File: src/rtl/axi_reg_arbiter.sv
// Round-robin two-client front end for the AXI-lite-style register slave.
// Serialises one full read or write at a time and times out missing responses.
module axi_reg_arbiter #(
   parameter int unsigned DATA_WIDTH = 32,
   parameter int unsigned ADDR_WIDTH = 2,
   parameter int unsigned TIMEOUT    = 16
) (
   input  logic                  clk,
   input  logic                  rst,
   input  logic                  req0,
   input  logic                  req1,
   input  logic                  we0,
   input  logic                  we1,
   input  logic [ADDR_WIDTH-1:0] addr0,
   input  logic [ADDR_WIDTH-1:0] addr1,
   input  logic [DATA_WIDTH-1:0] wdata0,
   input  logic [DATA_WIDTH-1:0] wdata1,
   output logic                  ack0,
   output logic                  ack1,
   output logic                  err,
   output logic [DATA_WIDTH-1:0] rdata,
   output logic                  busy,
   output logic                  grant,
   output logic                  awvalid,
   output logic [ADDR_WIDTH-1:0] awaddr,
   input  logic                  awready,
   output logic                  wvalid,
   output logic [DATA_WIDTH-1:0] wdata,
   input  logic                  wready,
   input  logic                  wresp,
   output logic                  arvalid,
   output logic [ADDR_WIDTH-1:0] araddr,
   input  logic                  arready,
   input  logic [DATA_WIDTH-1:0] rData,
   input  logic                  rvalid
);

   localparam int unsigned CntW = $clog2(TIMEOUT + 1);

   typedef enum logic [2:0] {StIdle, StWrite, StWresp, StRead, StRdata, StDone} state_e;

   state_e                state_q, state_d;
   logic [CntW-1:0]       cnt_q, cnt_d;
   logic                  last_q, last_d;
   logic                  ack0_d, ack1_d, err_d, busy_d, grant_d;
   logic                  awvalid_d, wvalid_d, arvalid_d;
   logic [ADDR_WIDTH-1:0] awaddr_d, araddr_d, sel_addr;
   logic [DATA_WIDTH-1:0] wdata_d, rdata_d;
   logic                  sel, sel_we;
   logic                  timed_out;

   assign timed_out = (cnt_q == CntW'(TIMEOUT - 1));

   always_comb begin
      state_d   = state_q;
      cnt_d     = cnt_q;
      last_d    = last_q;
      ack0_d    = 1'b0;
      ack1_d    = 1'b0;
      err_d     = 1'b0;
      rdata_d   = rdata;
      grant_d   = grant;
      awvalid_d = awvalid;
      awaddr_d  = awaddr;
      wvalid_d  = wvalid;
      wdata_d   = wdata;
      arvalid_d = arvalid;
      araddr_d  = araddr;
      // With both requesting, serve whichever was not served last.
      sel       = (req0 && req1) ? ~last_q : req1;
      sel_we    = sel ? we1 : we0;
      sel_addr  = sel ? addr1 : addr0;

      unique case (state_q)
         StIdle: begin
            if (req0 || req1) begin
               grant_d = sel;
               if (sel_we) begin
                  awvalid_d = 1'b1;
                  wvalid_d  = 1'b1;
                  awaddr_d  = sel_addr;
                  wdata_d   = sel ? wdata1 : wdata0;
                  state_d   = StWrite;
               end else begin
                  arvalid_d = 1'b1;
                  araddr_d  = sel_addr;
                  state_d   = StRead;
               end
            end
         end
         StWrite: begin
            awvalid_d = awvalid & ~awready;
            wvalid_d  = wvalid & ~wready;
            if (!awvalid_d && !wvalid_d) begin
               cnt_d   = '0;
               state_d = StWresp;
            end
         end
         StWresp: begin
            cnt_d = cnt_q + 1'b1;
            if (wresp || timed_out) begin
               err_d   = ~wresp;
               ack0_d  = ~grant;
               ack1_d  = grant;
               state_d = StDone;
            end
         end
         StRead: begin
            arvalid_d = ~arready;
            if (arready) begin
               cnt_d   = '0;
               state_d = StRdata;
            end
         end
         StRdata: begin
            cnt_d = cnt_q + 1'b1;
            if (rvalid || timed_out) begin
               rdata_d = rvalid ? rData : '0;
               err_d   = ~rvalid;
               ack0_d  = ~grant;
               ack1_d  = grant;
               state_d = StDone;
            end
         end
         StDone: begin
            last_d  = grant;
            state_d = StIdle;
         end
         default: state_d = StIdle;
      endcase

      busy_d = (state_d != StIdle);
   end

   always_ff @(posedge clk) begin
      if (rst) begin
         state_q <= StIdle;
         cnt_q   <= '0;
         last_q  <= 1'b1;
         ack0    <= 1'b0;
         ack1    <= 1'b0;
         err     <= 1'b0;
         rdata   <= '0;
         busy    <= 1'b0;
         grant   <= 1'b0;
         awvalid <= 1'b0;
         awaddr  <= '0;
         wvalid  <= 1'b0;
         wdata   <= '0;
         arvalid <= 1'b0;
         araddr  <= '0;
      end else begin
         state_q <= state_d;
         cnt_q   <= cnt_d;
         last_q  <= last_d;
         ack0    <= ack0_d;
         ack1    <= ack1_d;
         err     <= err_d;
         rdata   <= rdata_d;
         busy    <= busy_d;
         grant   <= grant_d;
         awvalid <= awvalid_d;
         awaddr  <= awaddr_d;
         wvalid  <= wvalid_d;
         wdata   <= wdata_d;
         arvalid <= arvalid_d;
         araddr  <= araddr_d;
      end
   end

endmodule

File: config.mk
export PLATFORM = sky130hd
export DESIGN_NAME = axi_reg_arbiter
export DESIGN_NICKNAME = d
export VERILOG_FILES = /design/src/rtl/axi_reg_arbiter.sv
export SDC_FILE = /design/constraint.sdc
export NUM_CORES = 1
export LEC_CHECK = 0
export CAP_MARGIN = 40
export CORE_AREA = 2 2 108 110
export DETAILED_ROUTE_END_ITERATION = 6
export DIE_AREA = 0 0 110 112
export PLACE_DENSITY = 0.69
export SLEW_MARGIN = 20
export SYNTH_ARGS = -nofsm -noshare
export SYNTH_HDL_FRONTEND = slang
export SYNTH_SLANG_ARGS = --single-unit
File: constraint.sdc
create_clock -name clk -period 5.3 [get_ports clk]
set_input_delay 1.06 -clock clk [delete_from_list [all_inputs] [get_ports clk]]
set_output_delay 1.06 -clock clk [all_outputs]
set_load 0.02 [all_outputs]
---- Yosys cells after proc, flatten, opt, wreduce, memory -nomap -nowiden ----
Index checks and enable logic that the tools add are counted.
word-level totals
  memories kept ........................... 0
  logic and storage cells ................. 88
  memory bits (writable) .................. 0
  input bits .............................. 111
  ROM bits ................................ 0
  output and inout port bits .............. 76
  bits in latches ......................... 0
  flip-flop bits (word level) ............. 85
cells by class
  bitwise operators ....................... 10
  shift-type cells ........................ 0
  divide/modulo/power cells ............... 0
  multiply operators ...................... 0
  reduce and logical (&&, ||, !) cells .... 20
  $add $sub $neg .......................... 1
  equal/unequal tests ..................... 11
  $lt $le $gt $ge ......................... 0
  muxes and demuxes ....................... 31
operators with widths
  kind                                                              number
  32-bit two-way mux                                                2
  3-bit two-way mux                                                 5
  3-bit one-hot mux with 5 select lines                             1
  5-bit one-hot mux with 3 select lines                             1
  3-bit AND reduction                                               5
  1-bit two-way mux                                                 12
  1-bit one-hot mux with 2 select lines                             6
  5-bit two-way mux                                                 2
  2-bit inequality test (second input constant)                     5
  1-bit inverter                                                    8
  3-bit by 2-bit == test with 1-bit output (second input constant)  2
  3-bit == test (second input constant)                             2
  3-bit nonzero test                                                2
  5-bit by 1-bit adder with 5-bit output (second input constant)    1
  5-bit by 4-bit == test with 1-bit output (second input constant)  1
  2-bit two-way mux                                                 2
  2-bit AND reduction                                               2
  2-bit nonzero test                                                2
  3-bit by 1-bit == test with 1-bit output (second input constant)  1
  3-bit logical NOT                                                 1
  1-bit logical OR                                                  3
  1-bit AND                                                         2
  1-bit logical AND                                                 2
  1-bit logical NOT                                                 2
  2-bit OR reduction                                                1

---- Longest topological paths before layout ----
Gate-level depths: netlist of the first run.
  depth in word-level cells ............... 7
  gate-level depth with buffers ........... 7
  depth with buffers taken out ............ 7

---- Least setup slack after synthesis of the first run ----
OpenSTA, ideal clock, no wires.
  kind .................................... input to register
  start point ............................. in req1
  end point ............................... reg wdata[10]
  stages on the path ...................... 6
  path slack .............................. 3.073 ns
  buffers on the path ..................... 2
  library setup time ...................... 0.146 ns
  data required time ...................... 5.154 ns
  arrival ................................. 2.081 ns
  cell sequence ........................... a21boi_2 > buf_6 > mux2_4 > buf_6 > a21oi_1 > a211oi_2
between the ends
  cells in the longest elaborated chain, start to end .. 4
  elaborated cells between the ends (all ways) .. 6
  those cells by class .................... 3 x mux; 3 x reduce/logical
RTL lines
  element                        line  RTL
  from (decl)                    11    input logic req1,
  1-bit logical AND              70    sel = (req0 && req1) ? ~last_q : req1;
  1-bit two-way mux              70
  1-bit two-way mux              71    sel_we = sel ? we1 : we0;
  3-bit AND reduction (no line)  --
  to (signal assigned)           165   wdata <= wdata_d;
  to (decl)                      28    output logic [DATA_WIDTH-1:0] wdata,
Several ways; a longest one is shown, not always the timed one.
A chain may end at the register's enable or synchronous reset.

---- Worst setup path after layout of the first run ----
  start point ............................. in req1
  end point ............................... reg wdata[1]
The elaborated chain is that of the path after synthesis.

==> results of run 1 <==
## power by group through the flow
stage	logic [mW]	registers (mW)	clock network, mW
after global routing	1.05	0.863	0.697
after floorplan	0.515	0.958	0
after detailed placement	0.986	0.860	0
after CTS	0.988	0.847	0.668
after global placement	0.922	0.856	0
final	0.977	0.847	0.648
## critical path: stages
cell and delay, ns:
sky130_fd_sc_hd__clkdlybuf4s50_1 0.50, sky130_fd_sc_hd__a21boi_4 0.23, sky130_fd_sc_hd__buf_4 0.51, sky130_fd_sc_hd__mux2_4 0.62
sky130_fd_sc_hd__a21oi_1 0.14, sky130_fd_sc_hd__a211oi_1 0.25
## sequential cells by signal (all words and copies together) (netlist names)
signal   flops
cnt_q        5
wdata       32
err          1
awvalid      1
ack1         1
arvalid      1
busy         1
awaddr       2
last_q       1
ack0         1
wvalid       1
araddr       2
state_q      3
grant        1
rdata       32
## stage by stage
stage	power [mW]	setup WS [ns]	utilization [%]	instance area, µm²
after global routing	2.61	2.00	54.4	6070
after detailed placement	1.85	1.78	51.6	5760
after global placement	1.78	1.90	50.9	5690
final	2.47	2.19	54.4	6080
after floorplan	1.47	3.07	-	3850
after CTS	2.50	2.12	54.4	6070
## metal layers
metal	share of wire [%]	GRT usage, %
met5	0	0
met4	1.3	6.16
met3	13	7.55
met2	44	28.7
met1	42	20.4
## kinds of logic (layout without fill, tap and decap cells)
family,Yosys count,after routing
AO/OA/AOI/OAI,130,130
XOR/XNOR,1,1
adder cells (fa/ha/maj),2,2
buffers and inverters,33,209
flip-flops,85,85
multiplexers,37,37
other,0,2
AND/OR/NAND/NOR,78,78
## cell usage after synthesis (4+ instances only)
library cell               number
sky130_fd_sc_hd__a211oi_1       7
sky130_fd_sc_hd__mux2i_1       34
sky130_fd_sc_hd__nand2_1        8
sky130_fd_sc_hd__buf_6          8
sky130_fd_sc_hd__nand2b_1       4
sky130_fd_sc_hd__dfxtp_1       85
sky130_fd_sc_hd__buf_4          5
sky130_fd_sc_hd__nor2_1        42
sky130_fd_sc_hd__clkbuf_1      11
sky130_fd_sc_hd__a21oi_1       22
sky130_fd_sc_hd__buf_2          4
sky130_fd_sc_hd__and3_1         4
sky130_fd_sc_hd__a22oi_1       33
sky130_fd_sc_hd__nor3_1         4
sky130_fd_sc_hd__a211oi_2      31
sky130_fd_sc_hd__a21oi_2       19
## worst max path at each step
| stage | from | to | slack (ns) | depth (start not counted) |
|---|---|---|---|---|
| 6_report | req1 | wdata[1] | 2.19 | 6 |
| 5_1_grt | req1 | wdata[1] | 2.00 | 6 |
| 4_1_cts | req1 | araddr[0] | 2.12 | 6 |
| 3_5_place_dp | req1 | araddr[0] | 1.78 | 6 |
| 3_3_place_gp | req1 | wdata[9] | 1.90 | 6 |
| 2_1_floorplan | req1 | wdata[10] | 3.07 | 6 |
## area by class of cell
class                      instances  area [µm²]
fill                            1026        5090
antenna                            2        5.00
tap                              143         179
multi-input combinational        248        1940
inverter                           3        11.3
clock inverter                     5        58.8
timing repair buffer             190        1930
clock buffer                      11         253
sequential                        85        1700
==> impl_metrics.toml, run 1 <==
[status]
outcome = "complete, no violations"

[synth]
number_of_instances_in_the_synthesized_netlist = 366
synth_simple_gate_area_share_pct = 10.1
synth_adder_area_share_pct = 0.650
synth-async-reset-ratio_pct = 0
synth-seq-cells = 85
synthesis.area_per_instance_um2 = 10.5
top_cells_by_area_in_the_synthesized_netlist = "sky130_fd_sc_hd__dfxtp_1, sky130_fd_sc_hd__a211oi_2, sky130_fd_sc_hd__mux2i_1, sky130_fd_sc_hd__a22oi_1, sky130_fd_sc_hd__a21oi_2"
synth_mux_area_share_pct = 10.1
synth.top_cell.area_share_pct = 44.2
synth_xor_area_share_pct = 0.228
largest_family_of_logic_cells_by_synthesized_area = "compound AO/OA/AOI/OAI gates"
synth.distinct_cells = 46
post-synth-top-area-cell = "sky130_fd_sc_hd__dfxtp_1"
ys_dominant_reg_cell = "sky130_fd_sc_hd__dfxtp_1"
synth-edff-count = 0
syn_nets = 479
synth-warning-count = 0
synth-compound-area-share_pct = 28.7
mappedNetlistArea_um2 = 3850
seq_area_frac_synth_pct = 44.2

[critical_path]
flop2flop_setup_slack_ns = 3.14
cp_data_required_time_ns = 5.54
timing.critical_path.arrival_ns = 3.34
worstPathMaxFanout = 36
critPathKind = "in2reg"
reg2regPathDepth = 5
worstSetupEndpointType = "flop"
timing.rr.start = "last_q"
timing.critical_path.from_type = "input port"
worstReg2RegEnd = "wdata[1]"

[routing]
vias = 3464
post_drt_wl_per_cell_um = 16.0
drt_drc_violations_left = 0
initial_drt_pass_iterations = 4
routed_via_density = 5.04
initial_drc_count = 178
route.antenna.remaining_nets = 0
total_length_of_routed_wires_um = 11000

[grt]
grtUsageTotal_pct = 17.6
number_of_antenna_violations_at_the_first_check_in_global_routing = 1
grt_first_pass_wirelength_um = 17200
largest_net_degree_at_the_start_of_global_routing = 41
grt_overflow_total = 0
first_global_vias = 3588

[power_and_ir_drop]
powerDensity_nw_per_um2 = 407
vdd.ir_drop.worst_uv = 163
pwr-share-comb_pct = 39.5
clock_power_share_pct = 26.2
power.leakage_nw = 2.13
intPower_mw = 1.62
pwr-share-seq_pct = 34.3
p_sw_uw = 854
power_switching_share_pct = 34.6

[floorplanning]
initial_cell_density_of_the_core_pct = 34.4
die_outline_width_um = 110
core-area_um2 = 11200
io_pins = 187
die_h_um = 112
design.die.area_um2 = 12300
rows = 39

[cells_and_area]
relative_area_change_from_synthesis_to_final_layout_pct = 58.0
fraction_of_final_layout_cells_with_drive_strength_greater_than_1_pct = 15.3
final_cell_mix = "sky130_fd_sc_hd__clkdlybuf4s50_1, sky130_fd_sc_hd__dfxtp_1, sky130_fd_sc_hd__nor2_1"
final_cell_count_no_fill = 687
final_common_cell = "sky130_fd_sc_hd__clkdlybuf4s50_1"
finalNetCount = 650

[placement]
gp_congestion = 0.832
post-place-cells = 669
port_buffers = 186
detailed_place_hpwl_um = 8080

[hold_path]
path_category_of_the_worst_min_delay_check = "reg2reg"
hold-path-cell-count = 2
worst_hold_path.endpoint = "awvalid"
worstHoldStart = "awvalid"

[cts]
cts_buffer_count = 9
ctsResizeCount = 0
clkLatencyLatePin_ns = 0.33
ctsRootBufferMaster = "sky130_fd_sc_hd__clkbuf_16"
clock_sinks = 85
cts-hold-fix-buffers = 0
clock_buffer_depth = 2
tritoncts = "done"
path_clk_slew_ns = 0.06
h-tree-depth = 3
postCtsSetupBuffers = 0

[timing]
timing.final.hold_violations = 0
grt_setup_unrepaired = "no"
clock-skew-final_ns = 0.00661
final_layout_worst_hold_slack_ns = 0.486
max-slew-margin-rel_pct = 44.7
timing_max_transition_violations_final = 0
period_minus_slack_ns = 3.11
worst-slew-pin-transition_ns = 0.827
setup_tns_ns = 0
period_share_pct = 58.6
report.final.setup_viol = 0
max_freq_ghz = 0.322

[job]
maxCapViolations = 0
Note: power is estimated with default switching activity, not from simulation.
==> run 2, diff against run 1 <==
==> constraint.sdc (replaced) <==
create_clock -name clk -period 3.1 [get_ports clk]
set_input_delay 0.62 -clock clk [delete_from_list [all_inputs] [get_ports clk]]
set_output_delay 0.62 -clock clk [all_outputs]
set_load 0.02 [all_outputs]
==> impl_metrics.toml, run 2 (same netlist as run 1, synthesis figures left out) <==
[cts]
postCtsSetupBuffers = 0
clkLatencyLatePin_ns = 0.33
cts-hold-fix-buffers = 0
h-tree-depth = 3
cts_buffer_count = 9
ctsResizeCount = 0
clock_buffer_depth = 2
ctsRootBufferMaster = "sky130_fd_sc_hd__clkbuf_16"
path_clk_slew_ns = 0.06
tritoncts = "done"
clock_sinks = 85

[critical_path]
timing.critical_path.arrival_ns = 2.41
timing.critical_path.from_type = "input port"
critPathBufInv = 2
worstPathMaxFanout = 35
cp_data_required_time_ns = 3.28
cpPeakStageDelay_ns = 0.53
cpMaxStageDelayCell = "sky130_fd_sc_hd__buf_4"
path_cells = "clkdlybuf4s50_1 -> a21boi_4 -> buf_4 -> mux2i_1 -> a211oi_1"
critical_path.top_delay_family = "buffers and inverters"
critPathKind = "in2reg"
worstSetupEndpointType = "flop"

[cells_and_area]
final_cell_count_no_fill = 685
relative_area_change_from_synthesis_to_final_layout_pct = 56.1
diodes = 0
finalNetCount = 651
final_common_cell = "sky130_fd_sc_hd__clkdlybuf4s50_1"
final_cell_mix = "sky130_fd_sc_hd__clkdlybuf4s50_1, sky130_fd_sc_hd__dfxtp_1, sky130_fd_sc_hd__nor2_1"
fraction_of_final_layout_cells_with_drive_strength_greater_than_1_pct = 14.9
design_area_um2 = 6010
top_regs = "rdata: 32 flops, wdata: 32 flops, cnt_q: 5 flops"
fin_util_pct = 53.8

[timing]
worst-slew-pin-transition_ns = 0.698
grt_setup_unrepaired = "no"
setup_tns_ns = 0
period_share_pct = 72.1
report.final.setup_viol = 0
setup_slack_ns = 0.864
timing_max_transition_violations_final = 0
period_minus_slack_ns = 2.24
max-slew-margin-rel_pct = 53.3
clock-skew-final_ns = 0.00720
max_freq_ghz = 0.447
timing.final.hold_violations = 0

[floorplanning]
core-area_um2 = 11200
die_outline_width_um = 110
io_pins = 187
die_h_um = 112
design.die.area_um2 = 12300
initial_cell_density_of_the_core_pct = 34.4
rows = 39

[routing]
drt_drc_violations_left = 0
routed_via_density = 5.05
initial_drt_pass_iterations = 4
route.antenna.remaining_nets = 0
total_length_of_routed_wires_um = 11100
initial_drc_count = 132
post_drt_wl_per_cell_um = 16.1
vias = 3456

[placement]
gp_congestion = 0.785
port_buffers = 186
placement.cell_area_um2 = 5730
detailed_place_hpwl_um = 7970
post-place-ws_ns = 0.508
post-place-cells = 670

[power_and_ir_drop]
pwr-share-comb_pct = 39.9
intPower_mw = 2.67
pwr-share-seq_pct = 35.5
p_sw_mw = 1.41
powerDensity_nw_per_um2 = 679
power.leakage_nw = 2.12
clock_power_share_pct = 24.6
vdd.ir_drop.worst_uv = 343
power_switching_share_pct = 34.6

[grt]
grtUsageTotal_pct = 17.9
number_of_antenna_violations_at_the_first_check_in_global_routing = 0
first_global_vias = 3525
largest_net_degree_at_the_start_of_global_routing = 45
grt_first_pass_wirelength_um = 17300
grt_overflow_total = 0

[hold_path]
path_category_of_the_worst_min_delay_check = "reg2reg"

[status]
outcome = "complete, no violations"

[job]
maxCapViolations = 0
==> run 2: path summary, 6_finish.rpt <==
| kind | from | to | depth (start not counted) | slack (ns) |
|---|---|---|---|---|
| setup reg to reg | state_q[0] | wdata[1] | 5 | 1.21 |
| setup / recovery | req1 | araddr[0] | 5 | 0.86 |
| hold reg to reg | wvalid | wvalid | 2 | 0.48 |
| hold / removal | wvalid | wvalid | 2 | 0.48 |
==> run 2: cell type report <==
class / instances / area (µm²)
fill: 1032 / 5160
multi-input combinational: 248 / 1930
timing repair buffer: 191 / 1910
sequential: 85 / 1700
clock buffer: 14 / 274
tap: 143 / 179
inverter: 3 / 11.3
clock inverter: 1 / 5.00
==> run 2: power by group through the flow <==
stage	logic, mW	registers, mW	clock network, mW
final	1.63	1.45	1.00
after global routing	1.75	1.48	1.10
after CTS	1.65	1.45	1.05
after detailed placement	1.64	1.47	0
after global placement	1.59	1.47	0
after floorplan	0.881	1.64	0
==> run 2: metal layers <==
metal  vias to the layer above  track usage [%]  part of all wire [%]
li1                       1692                -                     -
met1                      1599             21.3                    41
met2                       160             28.6                    45
met3                         5             9.19                    13
met4                         0             4.30                  0.66
met5                         -                0                     0
==> run 2: worst reg2reg max path: cells and delay by family, from the launching register on <==
| family | cells | cell delay, ns |
|---|---|---|
| simple gates | 2 | 0.71 |
| buf+inv | 1 | 0.26 |
| compound gates | 2 | 0.34 |
| flops | 1 | 0.44 |
==> run 2: stage by stage <==
stage          power (mW)  hold WS, ns
3_3_place_gp         3.06        0.461
2_1_floorplan        2.52        0.465
3_5_place_dp         3.11        0.480
5_1_grt              4.33        0.520
6_report             4.08        0.484
4_1_cts              4.15        0.491
==> run 3, diff against run 2 <==
--- a/config.mk
+++ b/config.mk
@@ -9,7 +9,7 @@
 export CORE_AREA = 2 2 108 110
 export DETAILED_ROUTE_END_ITERATION = 6
 export DIE_AREA = 0 0 110 112
-export PLACE_DENSITY = 0.69
+export PLACE_DENSITY = 0.72
 export SLEW_MARGIN = 20
 export SYNTH_ARGS = -nofsm -noshare
 export SYNTH_HDL_FRONTEND = slang
==> constraint.sdc (replaced) <==
create_clock -name clk -period 1.82 [get_ports clk]
set_input_delay 0.364 -clock clk [delete_from_list [all_inputs] [get_ports clk]]
set_output_delay 0.364 -clock clk [all_outputs]
set_load 0.02 [all_outputs]
==> impl_metrics.toml, run 3 (same netlist as run 1, synthesis figures left out) <==
[power_and_ir_drop]
power_switching_share_pct = 33.1
clock_power_share_pct = 27.6
powerDensity_nw_per_um2 = 1200
pwr-share-comb_pct = 40.1
p_sw_mw = 2.53
pwr-share-seq_pct = 32.3
power.total_mw = 7.64
power.leakage_nw = 2.30
vdd.ir_drop.worst_uv = 538
intPower_mw = 5.11

[hold_path]
path_category_of_the_worst_min_delay_check = "in2reg"
worst_hold_path.endpoint = "wdata[9]"
hold-path-cell-count = 2
worstHoldStart = "rst"

[placement]
post-place-ws_ns = -0.308
placement.cell_area_um2 = 6000
gp_congestion = 0.838
detailed_place_hpwl_um = 8440
post-place-cells = 693
port_buffers = 186

[timing]
max-slew-margin-rel_pct = 72.9
clock-skew-final_ns = 0.00654
worst-slew-pin-transition_ns = 0.402
timing.final.hold_violations = 0
setup_tns_ns = 0
report.final.setup_viol = 0
period_share_pct = 96.4
period_minus_slack_ns = 1.75
final_layout_worst_hold_slack_ns = 0.411
max_freq_ghz = 0.570
setup_slack_ns = 0.0654
grt_setup_unrepaired = "yes"
timing_max_transition_violations_final = 0

[cts]
tritoncts = "done"
cts-hold-fix-buffers = 0
cts_buffer_count = 9
clkLatencyLatePin_ns = 0.34
clock_buffer_depth = 2
clock_sinks = 85
ctsRootBufferMaster = "sky130_fd_sc_hd__clkbuf_16"
h-tree-depth = 3
path_clk_slew_ns = 0.06

[grt]
grt_overflow_total = 0
grt_first_pass_wirelength_um = 17400
grtUsageTotal_pct = 17.9
largest_net_degree_at_the_start_of_global_routing = 38
first_global_vias = 3689
number_of_antenna_violations_at_the_first_check_in_global_routing = 0

[critical_path]
timing.rr.start = "cnt_q[0]"
worstPathMaxFanout = 21
cp_data_required_time_ns = 2.04
worstSetupEndpointType = "flop"
reg2regPathDepth = 7
path_cells = "clkdlybuf4s50_1 -> a21boi_4 -> buf_4 -> buf_12 -> mux2i_2 -> a211oi_2"
critPathKind = "in2reg"
cpPeakStageDelay_ns = 0.50
cpMaxStageDelayCell = "sky130_fd_sc_hd__clkdlybuf4s50_1"
worstReg2RegEnd = "busy"
timing.critical_path.from_type = "input port"
flop2flop_setup_slack_ns = 0.11
timing.critical_path.arrival_ns = 1.97

[routing]
drt_drc_violations_left = 0
routed_via_density = 5.02
initial_drt_pass_iterations = 4
total_length_of_routed_wires_um = 11300
vias = 3567
post_drt_wl_per_cell_um = 16.0
initial_drc_count = 131
route.antenna.remaining_nets = 0

[floorplanning]
initial_cell_density_of_the_core_pct = 34.4
die_h_um = 112
io_pins = 187
die_outline_width_um = 110
design.die.area_um2 = 12300
rows = 39
core-area_um2 = 11200

[cells_and_area]
final_cell_count_no_fill = 710
relative_area_change_from_synthesis_to_final_layout_pct = 65.8
top_regs = "rdata: 32 flops, wdata: 32 flops, cnt_q: 5 flops"
final_cell_mix = "sky130_fd_sc_hd__clkdlybuf4s50_1, sky130_fd_sc_hd__dfxtp_1, sky130_fd_sc_hd__nor2_1"
fin_util_pct = 57.1
fraction_of_final_layout_cells_with_drive_strength_greater_than_1_pct = 20.1
design_area_um2 = 6380
diodes = 0
final_common_cell = "sky130_fd_sc_hd__clkdlybuf4s50_1"
finalNetCount = 675

[status]
outcome = "complete, no violations"

[job]
maxCapViolations = 0
run 3: cell types whose count changed in the layout (fill, tap and decap cells not counted), moves of 2 or more:
cell                         delta
sky130_fd_sc_hd__buf_4         +16
sky130_fd_sc_hd__buf_12         +8
sky130_fd_sc_hd__mux2i_1        -4
sky130_fd_sc_hd__mux2i_2        +4
sky130_fd_sc_hd__bufinv_16      +3
sky130_fd_sc_hd__clkbuf_1       -2
sky130_fd_sc_hd__clkbuf_8       -2
sky130_fd_sc_hd__clkinvlp_4     +2
run 3: what timing repair did:
item	CTS	global route
resized for setup	0	6
buffers inserted	0	1
setup endpoints to repair	0	7
run 3: worst max path at each step:
stage / startpoint / end / slack, ns / depth (start not counted)
floorplan: cnt_q[0] / rdata[16] / 0.10 / 7
global placement: req1 / wdata[22] / -0.29 / 6
detailed placement: req1 / wdata[22] / -0.31 / 6
CTS: cnt_q[0] / state_q[1] / 0.02 / 8
global route: req1 / wdata[22] / -0.01 / 6
finish: req1 / wdata[16] / 0.07 / 6
run 3: routing by layer:
| metal | GRT usage (%) | share of wire, % |
|---|---|---|
| met5 | 0 | 0 |
| met3 | 6.73 | 12 |
| met4 | 7.09 | 1.7 |
| met2 | 29.5 | 45 |
| met1 | 20.8 | 42 |
run 3: layout make-up:
| type | instances | area, µm² |
|---|---|---|
| Fill cell | 982 | 4790 |
| Timing Repair Buffer | 215 | 2190 |
| Multi-Input combinational cell | 248 | 1950 |
| Sequential cell | 85 | 1700 |
| Clock buffer | 10 | 239 |
| Tap cell | 143 | 179 |
| Clock inverter | 6 | 110 |
| Inverter | 3 | 11.3 |
run 3: power groups by stage:
stage               Clock [mW]  Sequential (mW)  Combinational (mW)
CTS                       2.15             2.47                3.07
floorplan                    0             2.79                1.50
global route              2.23             2.51                3.29
finish                    2.11             2.47                3.06
global placement             0             2.49                3.00
detailed placement           0             2.50                3.06
run 3: critical path, delay by kind of cell:
family	cells	cell delay [ns]
AO/OA/AOI/OAI	2	0.36
buffers and inverters	3	0.93
multiplexers	1	0.29
